===== src/rtl/mcp3201_pkg.sv =====
// Shared constants and FSM state type for the MCP3201 SPI reader.
package mcp3201_pkg;

  // Sample width of the MCP3201 (12-bit SAR ADC).
  localparam int MCP3201_RESOLUTION = 12;

  // SCLK rising edge that carries the null bit; data follows on the next edges.
  localparam int NULL_BIT_EDGE = 3;

  // Total SCLK pulses per frame: two sample-period clocks, the null bit, 12 data bits.
  localparam int FRAME_CLOCKS = 15;

  // Frame sequencer states.
  typedef enum logic [1:0] {
    ST_IDLE  = 2'd0,
    ST_SETUP = 2'd1,
    ST_SHIFT = 2'd2,
    ST_GAP   = 2'd3
  } mcp3201_state_e;

endpackage


===== src/rtl/mcp3201_spi_if.sv =====
// Bus bundle between the MCP3201 reader and its surroundings: conversion
// request, ADC serial lines and the sample/status outputs.
interface mcp3201_spi_if #(
  parameter int WIDTH = 12
);

  logic             start_i;
  logic             miso_i;
  logic             sclk_o;
  logic             cs_n_o;
  logic [WIDTH-1:0] data_o;
  logic             valid_o;
  logic             busy_o;
  logic             error_o;

  // Reader side: drives the SPI lines and the result outputs.
  modport master (
    input  start_i,
    input  miso_i,
    output sclk_o,
    output cs_n_o,
    output data_o,
    output valid_o,
    output busy_o,
    output error_o
  );

  // Requester / ADC side: issues conversions, drives DOUT, consumes results.
  modport slave (
    output start_i,
    output miso_i,
    input  sclk_o,
    input  cs_n_o,
    input  data_o,
    input  valid_o,
    input  busy_o,
    input  error_o
  );

endinterface


===== src/rtl/mcp3201_spi_clk_div.sv =====
// Half-period tick generator for the SPI clock. While enabled it counts
// CLK_DIV clk_i cycles and flags the last one; disabling it clears the count
// so every enable window starts on a fresh half-period.
module spi_clk_div #(
  parameter int CLK_DIV = 16
) (
  input  logic clk_i,
  input  logic reset_i,
  input  logic en_i,
  output logic tick_o
);

  localparam int              DIV_W    = (CLK_DIV > 1) ? $clog2(CLK_DIV) : 1;
  localparam logic [DIV_W-1:0] DIV_LAST = DIV_W'(CLK_DIV - 1);
  localparam logic [DIV_W-1:0] DIV_ZERO = DIV_W'(0);
  localparam logic [DIV_W-1:0] DIV_ONE  = DIV_W'(1);

  logic [DIV_W-1:0] r_cnt;
  logic             w_last;

  assign w_last = (r_cnt == DIV_LAST);
  assign tick_o = en_i & w_last;

  // Half-period counter: restarts on the last count or whenever disabled.
  always_ff @(posedge clk_i) begin
    if (reset_i) begin
      r_cnt <= DIV_ZERO;
    end else if (!en_i || w_last) begin
      r_cnt <= DIV_ZERO;
    end else begin
      r_cnt <= r_cnt + DIV_ONE;
    end
  end

endmodule


===== src/rtl/mcp3201_spi.sv =====
// MCP3201 frame reader. One accepted start produces one chip-select window:
// a CLK_DIV setup phase, 15 SCLK pulses (low phase first), then a chip-select
// high gap of CS_HIGH_CYCLES before another start is accepted. DOUT is
// sampled on each SCLK rise; rise 3 is the null bit, rises 4..15 are B11..B0.
module mcp3201_spi
  import mcp3201_pkg::*;
#(
  parameter int MCP3201_RESOLUTION = mcp3201_pkg::MCP3201_RESOLUTION,
  parameter int CLK_DIV            = 16,
  parameter int CS_HIGH_CYCLES     = 32
) (
  input  logic           clk_i,
  input  logic           reset_i,
  mcp3201_spi_if.master  bus
);

  localparam int RES = MCP3201_RESOLUTION;

  // Rising-edge counter holds 0..FRAME_CLOCKS, gap counter 0..CS_HIGH_CYCLES-1.
  localparam int EDGE_W = $clog2(FRAME_CLOCKS + 1);
  localparam int GAP_W  = (CS_HIGH_CYCLES > 1) ? $clog2(CS_HIGH_CYCLES) : 1;

  localparam logic [EDGE_W-1:0] EDGE_LAST = EDGE_W'(FRAME_CLOCKS);
  localparam logic [EDGE_W-1:0] EDGE_NULL = EDGE_W'(NULL_BIT_EDGE);
  localparam logic [EDGE_W-1:0] EDGE_ZERO = EDGE_W'(0);
  localparam logic [EDGE_W-1:0] EDGE_ONE  = EDGE_W'(1);
  localparam logic [GAP_W-1:0]  GAP_LAST  = GAP_W'(CS_HIGH_CYCLES - 1);
  localparam logic [GAP_W-1:0]  GAP_ZERO  = GAP_W'(0);
  localparam logic [GAP_W-1:0]  GAP_ONE   = GAP_W'(1);
  localparam logic [RES-1:0]    DATA_ZERO = RES'(0);

  // Registered state and outputs.
  mcp3201_state_e    r_state;
  logic              r_sclk;
  logic              r_cs_n;
  logic              r_valid;
  logic              r_busy;
  logic              r_error;
  logic [RES-1:0]    r_data;
  logic [RES-1:0]    r_shift;
  logic              r_null;
  logic [EDGE_W-1:0] r_edge_cnt;
  logic [GAP_W-1:0]  r_gap_cnt;

  // Next-state values computed by the sequencer.
  mcp3201_state_e    w_state;
  logic              w_sclk;
  logic              w_cs_n;
  logic              w_valid;
  logic              w_busy;
  logic              w_error;
  logic [RES-1:0]    w_data;
  logic [RES-1:0]    w_shift;
  logic              w_null;
  logic [EDGE_W-1:0] w_edge_cnt;
  logic [GAP_W-1:0]  w_gap_cnt;

  logic              w_div_en;
  logic              w_tick;
  logic [EDGE_W-1:0] w_edge_inc;

  // The divider only runs during the chip-select-low part of the frame, so
  // it is cleared in IDLE/GAP and the setup phase starts on a full count.
  assign w_div_en   = (r_state == ST_SETUP) || (r_state == ST_SHIFT);
  assign w_edge_inc = r_edge_cnt + EDGE_ONE;

  spi_clk_div #(
    .CLK_DIV (CLK_DIV)
  ) u_clk_div (
    .clk_i   (clk_i),
    .reset_i (reset_i),
    .en_i    (w_div_en),
    .tick_o  (w_tick)
  );

  // Sequencer: next state, SPI lines, capture and result outputs.
  always_comb begin
    w_state    = r_state;
    w_sclk     = r_sclk;
    w_cs_n     = r_cs_n;
    w_valid    = 1'b0;
    w_busy     = r_busy;
    w_error    = r_error;
    w_data     = r_data;
    w_shift    = r_shift;
    w_null     = r_null;
    w_edge_cnt = r_edge_cnt;
    w_gap_cnt  = r_gap_cnt;

    case (r_state)
      ST_IDLE: begin
        if (bus.start_i) begin
          w_state    = ST_SETUP;
          w_cs_n     = 1'b0;
          w_busy     = 1'b1;
          w_sclk     = 1'b0;
          w_edge_cnt = EDGE_ZERO;
          w_gap_cnt  = GAP_ZERO;
          w_shift    = DATA_ZERO;
          w_null     = 1'b0;
        end else begin
          w_state = ST_IDLE;
        end
      end

      ST_SETUP: begin
        if (w_tick) begin
          w_state = ST_SHIFT;
        end else begin
          w_state = ST_SETUP;
        end
      end

      ST_SHIFT: begin
        if (w_tick && !r_sclk) begin
          // End of a low phase: raise SCLK and sample DOUT in the same cycle.
          w_sclk     = 1'b1;
          w_edge_cnt = w_edge_inc;
          if (w_edge_inc == EDGE_NULL) begin
            w_null = bus.miso_i;
          end else if (w_edge_inc > EDGE_NULL) begin
            w_shift = {r_shift[RES-2:0], bus.miso_i};
          end else begin
            w_shift = r_shift;
          end
        end else if (w_tick && r_sclk) begin
          if (r_edge_cnt == EDGE_LAST) begin
            // Last high phase done: close the frame and publish the sample.
            w_sclk    = 1'b0;
            w_cs_n    = 1'b1;
            w_data    = r_shift;
            w_error   = r_null;
            w_valid   = 1'b1;
            w_gap_cnt = GAP_ZERO;
            w_state   = ST_GAP;
          end else begin
            w_sclk = 1'b0;
          end
        end else begin
          w_state = ST_SHIFT;
        end
      end

      ST_GAP: begin
        if (r_gap_cnt == GAP_LAST) begin
          w_state   = ST_IDLE;
          w_busy    = 1'b0;
          w_gap_cnt = GAP_ZERO;
        end else begin
          w_gap_cnt = r_gap_cnt + GAP_ONE;
        end
      end

      default: begin
        w_state    = ST_IDLE;
        w_sclk     = 1'b0;
        w_cs_n     = 1'b1;
        w_busy     = 1'b0;
        w_edge_cnt = EDGE_ZERO;
        w_gap_cnt  = GAP_ZERO;
      end
    endcase
  end

  // State and output registers; reset wins over any start request.
  always_ff @(posedge clk_i) begin
    if (reset_i) begin
      r_state    <= ST_IDLE;
      r_sclk     <= 1'b0;
      r_cs_n     <= 1'b1;
      r_valid    <= 1'b0;
      r_busy     <= 1'b0;
      r_error    <= 1'b0;
      r_data     <= DATA_ZERO;
      r_shift    <= DATA_ZERO;
      r_null     <= 1'b0;
      r_edge_cnt <= EDGE_ZERO;
      r_gap_cnt  <= GAP_ZERO;
    end else begin
      r_state    <= w_state;
      r_sclk     <= w_sclk;
      r_cs_n     <= w_cs_n;
      r_valid    <= w_valid;
      r_busy     <= w_busy;
      r_error    <= w_error;
      r_data     <= w_data;
      r_shift    <= w_shift;
      r_null     <= w_null;
      r_edge_cnt <= w_edge_cnt;
      r_gap_cnt  <= w_gap_cnt;
    end
  end

  // SPI lines and results come straight from flops.
  assign bus.sclk_o  = r_sclk;
  assign bus.cs_n_o  = r_cs_n;
  assign bus.data_o  = r_data;
  assign bus.valid_o = r_valid;
  assign bus.busy_o  = r_busy;
  assign bus.error_o = r_error;

endmodule


===== src/flat_wrapper.sv =====
// flat-port wrapper written by rule: the top's interface ports become plain ports
module mcp3201_spi_flat import mcp3201_pkg::*;
#(
  parameter int MCP3201_RESOLUTION = mcp3201_pkg::MCP3201_RESOLUTION,
  parameter int CLK_DIV            = 16,
  parameter int CS_HIGH_CYCLES     = 32
)
  (clk_i, reset_i, bus_start_i, bus_miso_i, bus_sclk_o, bus_cs_n_o, bus_data_o, bus_valid_o, bus_busy_o, bus_error_o);
  mcp3201_spi_if bus_i ();
  input  logic clk_i;
  input  logic reset_i;
  input wire logic [$bits(bus_i.start_i)-1:0] bus_start_i;
  input wire logic [$bits(bus_i.miso_i)-1:0] bus_miso_i;
  output wire logic [$bits(bus_i.sclk_o)-1:0] bus_sclk_o;
  output wire logic [$bits(bus_i.cs_n_o)-1:0] bus_cs_n_o;
  output wire logic [$bits(bus_i.data_o)-1:0] bus_data_o;
  output wire logic [$bits(bus_i.valid_o)-1:0] bus_valid_o;
  output wire logic [$bits(bus_i.busy_o)-1:0] bus_busy_o;
  output wire logic [$bits(bus_i.error_o)-1:0] bus_error_o;
  assign bus_i.start_i = bus_start_i;
  assign bus_i.miso_i = bus_miso_i;
  assign bus_sclk_o = bus_i.sclk_o;
  assign bus_cs_n_o = bus_i.cs_n_o;
  assign bus_data_o = bus_i.data_o;
  assign bus_valid_o = bus_i.valid_o;
  assign bus_busy_o = bus_i.busy_o;
  assign bus_error_o = bus_i.error_o;
  mcp3201_spi #(.MCP3201_RESOLUTION(MCP3201_RESOLUTION), .CLK_DIV(CLK_DIV), .CS_HIGH_CYCLES(CS_HIGH_CYCLES)) u_core (.clk_i(clk_i), .reset_i(reset_i), .bus(bus_i));
endmodule

===== config.mk =====
export PLATFORM = sky130hd
export DESIGN_NAME = mcp3201_spi_flat
export DESIGN_NICKNAME = d
export VERILOG_FILES = /design/src/rtl/mcp3201_pkg.sv /design/src/rtl/mcp3201_spi_if.sv /design/src/rtl/mcp3201_spi_clk_div.sv /design/src/rtl/mcp3201_spi.sv /design/src/flat_wrapper.sv
export SDC_FILE = /design/constraint.sdc
export NUM_CORES = 1
export LEC_CHECK = 0
export CORE_ASPECT_RATIO = 0.7
export CORE_MARGIN = 2
export CORE_UTILIZATION = 50
export CTS_BUF_LIST = sky130_fd_sc_hd__clkbuf_8
export CTS_CLUSTER_DIAMETER = 30
export DETAILED_ROUTE_END_ITERATION = 10
export PLACE_DENSITY_LB_ADDON = 0.15
export SETUP_SLACK_MARGIN = 0.02
export SLEW_MARGIN = 20
export SYNTH_ARGS = -nofsm -noshare
export SYNTH_HDL_FRONTEND = slang
export SYNTH_SLANG_ARGS = --single-unit

===== constraint.sdc =====
create_clock -name clk_i -period 2.52 [get_ports clk_i]
set_input_delay 0.252 -clock clk_i [delete_from_list [all_inputs] [get_ports clk_i]]
set_output_delay 0.252 -clock clk_i [all_outputs]
set_load 0.1 [all_outputs]

==> results.txt <==
Max clock buf depth: 2
Combinational power share: 0.073
Switch Pwr: 340.6 µW
Fin util: 0.6218
Sw frac: 0.2645
Synthesized area: 1958 µm²
Slew Viols, Final: 0
Initial antenna violation count: 0
ANT cells: 0
Clock Skews: 10.50 ps
Int Power: 946.8 µW
Number of global-route vias before repair: 1,475
Critical Path RT: 2730 ps
CTS clk-pin slew, worst paths: 90 ps
Clock sink count: 45
Initial drt markers: 69
TritonCTS Buffers: 5
Drt wl/cell: 12.98 µm
Io pins: 21
Number of port buffers: 20
Clock Root Buffer: clkbuf_8
Synthesized area per cell: 8.626 µm²
Endpoints failing hold: 0
Kind of critical path: flop to flop
First-pass GRT wire length: 6603 µm
H-Tree Depth: 2
Antenna-violating nets left: 0
Pwr/cell area: 571.0 nW/µm²
Slowest cell delay on critical path: 510 ps
TNS Setup: 0 ps
Status: finished clean
Largest net degree at the start of global routing: 17
Fillers: 337
Die Span X: 78.80 µm
Clk pwr share: 0.367
Yosys warning count: 0
Initial core utilization: 0.5400
Setup Fix Bufs, Post-CTS: 0
Cells after Synth: 227
Worst Max-Slew Pin Slew: 567.6 ps
Routability cong.: 0.8301
Sequential share of power: 0.560
Max VDD drop: 0.5124 mV
Crit end category: flop
Distinct cells, synth: 39
Maximum net fanout on the critical path: 12
Floorplan core area: 3626 µm²
Vias/cell: 5.361
Critical-path cell list: inv_1, ha_1, nand4_1, o41ai_1, a21oi_2, a22o_1
Remaining global-route overflow: 0
CTS tree: built
FMAX: 0.4396 GHz
P&R area growth vs syn: 15.14%
CP arrival: 2490 ps
Total of max-cap violations: 0
Std cell rows: 18
Yosys reg bits: 45
Hold Crit Class: flop to flop
WL final: 3881 µm
Die area: 4441 µm²
Clock period minus worst slack: 2275 ps
Leakage power: 0.8690 nW
Via count: 1,603
Layout cells sized above 1: 0.1365
Final setup viols: 0
Max-slew headroom: 0.6205
Synthesized Nets: 241
Slowest stage cell, crit path: o41ai_1
Nets: 262
CP Launch Type: flop
DRT Pass-1 Iters: 5
Detail Placement HPWL: 2741 µm
GRT Total Usage: 0.1922
Sequential element share of the synthesized area: 0.4601
RSZ-0062 raised after global routing: no
Later-pin clock latency in the skew report: 320 ps
Period utilisation layout: 0.9026
Die Height: 56.36 µm
DR DRC count: 0
==> through the flow <==
| stage | std cells | setup WS (ps) | cell area, µm² | power, mW | hold WS, ps |
|---|---|---|---|---|---|
| after floorplan | 227 | 85.68 | 1958 | 0.8058 | 417.8 |
| after global placement | 291 | 305.3 | 2157 | 0.8310 | 430.6 |
| after CTS | 299 | 234.2 | 2251 | 1.297 | 455.2 |
| after detailed placement | 291 | 242.0 | 2157 | 0.8301 | 438.8 |
| after global routing | 299 | 17.21 | 2255 | 1.334 | 475.4 |
| final | 299 | 245.4 | 2255 | 1.287 | 457.9 |
==> cell usage in the layout (no fill, tap or decap), types with 2 or more instances in the layout <==
cell             instances
nand4_1                  4
a21oi_1                 27
nor3_1                   3
nor2_1                  23
a22o_1                  12
ha_1                    10
o21ai_0                  3
clkbuf_8                 5
buf_4                   21
and2_1                   2
or3_1                    2
inv_1                    7
and3_1                   6
dfxtp_1                 45
nand3_1                  8
nor4_1                   2
nand2b_1                 3
a31oi_1                  3
o21a_1                   2
and4_4                   2
clkdlybuf4s50_1          3
inv_6                    2
nor2b_1                  2
nand2_1                 35
==> state kept, by name (all words and copies together), names as in the netlist, named ones only <==
register	count
u_core.bus.valid_o	1
u_core.r_gap_cnt	5
u_core.bus.data_o	12
u_core.bus.error_o	1
u_core.r_edge_cnt	4
u_core.r_shift	12
u_core.r_null	1
u_core.bus.busy_o	1
u_core.u_clk_div.r_cnt	4
u_core.r_state	1
u_core.bus.sclk_o	1
u_core.bus.cs_n_o	1
==> area by class of cell <==
cell class / count / area [µm²] / share of cell area
clock buffers: 5 / 68.82 / 0.03052
clock inverters: 3 / 25.02 / 0.01110
inverters: 7 / 26.28 / 0.01165
multi-input cells: 165 / 983.4 / 0.4362
flip-flops and latches: 45 / 900.9 / 0.3996
well taps: 50 / 62.56 / 0.02775
repair buffers: 24 / 187.7 / 0.08324
==> synth_stat cells <==
| master | instances | area share |
|---|---|---|
| and2_1 | 2 | 0.0064 |
| a22o_1 | 12 | 0.054 |
| ha_1 | 10 | 0.064 |
| and4_4 | 2 | 0.012 |
| o21a_1 | 2 | 0.0077 |
| o32ai_1 | 1 | 0.0045 |
| a2bb2oi_1 | 1 | 0.0045 |
| o41ai_1 | 1 | 0.0045 |
| a21oi_1 | 28 | 0.072 |
| nand3b_1 | 1 | 0.0038 |
| dfxtp_1 | 45 | 0.46 |
| o31a_1 | 1 | 0.0045 |
| clkbuf_1 | 6 | 0.012 |
| and3_1 | 6 | 0.019 |
| xnor2_1 | 1 | 0.0045 |
| nor4_1 | 2 | 0.0064 |
| or3_1 | 2 | 0.0064 |
| o22a_1 | 1 | 0.0045 |
| buf_4 | 1 | 0.0038 |
| xor2_1 | 1 | 0.0045 |
| or4_1 | 1 | 0.0038 |
| a211o_1 | 1 | 0.0045 |
| nand4_1 | 4 | 0.013 |
| nand4b_1 | 1 | 0.0045 |
| o21ai_0 | 3 | 0.0077 |
| o21ai_4 | 1 | 0.0083 |
| or2b_1 | 1 | 0.0038 |
| buf_6 | 1 | 0.0058 |
| inv_1 | 7 | 0.013 |
| nor2b_1 | 2 | 0.0064 |
| buf_2 | 2 | 0.0051 |
| nand2b_1 | 3 | 0.0096 |
| nand3_1 | 8 | 0.020 |
| nor2_1 | 23 | 0.044 |
| a31oi_1 | 3 | 0.0096 |
| nand2_1 | 35 | 0.067 |
| o21bai_1 | 1 | 0.0038 |
| a31o_2 | 1 | 0.0045 |
| nor3_1 | 3 | 0.0077 |
==> kinds of logic after synthesis <==
group	count (synthesis)	synth area share
AOI/OAI and AO/OA	57	0.1936
adders and majority gates	10	0.06390
and+or+nand+nor	96	0.2339
DFF	45	0.4601
xor gates and xnor gates	2	0.008947
buffers and inverters	17	0.03962
==> routing by layer <==
metal / track usage / up-vias / wire [µm]
li1: - / 843 / -
met3: 0.05305 / 7 / 209
met4: 0.1028 / 0 / 82
met5: 0 / - / 0
met1: 0.2683 / 718 / 2018
met2: 0.2674 / 35 / 1569
==> worst paths after layout <==
path,startpoint,end,slack [ps],cells past startpoint
setup reg to reg,u_core.r_state[0],u_core.r_shift[0],250,6
setup / recovery,u_core.r_state[0],u_core.r_shift[0],250,6
hold reg to reg,u_core.u_clk_div.r_cnt[0],u_core.u_clk_div.r_cnt[0],460,1
hold / removal,u_core.u_clk_div.r_cnt[0],u_core.u_clk_div.r_cnt[0],460,1
==> power by group through the flow <==
stage / Sequential [mW] / Clock, mW / Combinational, mW
CTS: 0.721 / 0.483 / 0.0937
global placement: 0.737 / 0 / 0.0937
detailed placement: 0.737 / 0 / 0.0928
global route: 0.722 / 0.509 / 0.103
finish: 0.721 / 0.473 / 0.0942
floorplan: 0.759 / 0 / 0.0469
==> repair_timing <==
| action | 4_1_cts | 5_1_grt |
|---|---|---|
| hold buffers | 0 | 0 |
| gates resized for setup | 0 | 1 |
| endpoints found under the setup margin | 0 | 11 |
==> worst max-delay path: cells and delay by family, from the launching register on <==
family                   cells  cell delay (ps)
AO/OA/AOI/OAI                3             1020
adder cells (fa/ha/maj)      1              390
buffers and inverters        1              110
flip-flops                   1              400
AND/OR/NAND/NOR              1              260
(Power assumes the default switching activity.)
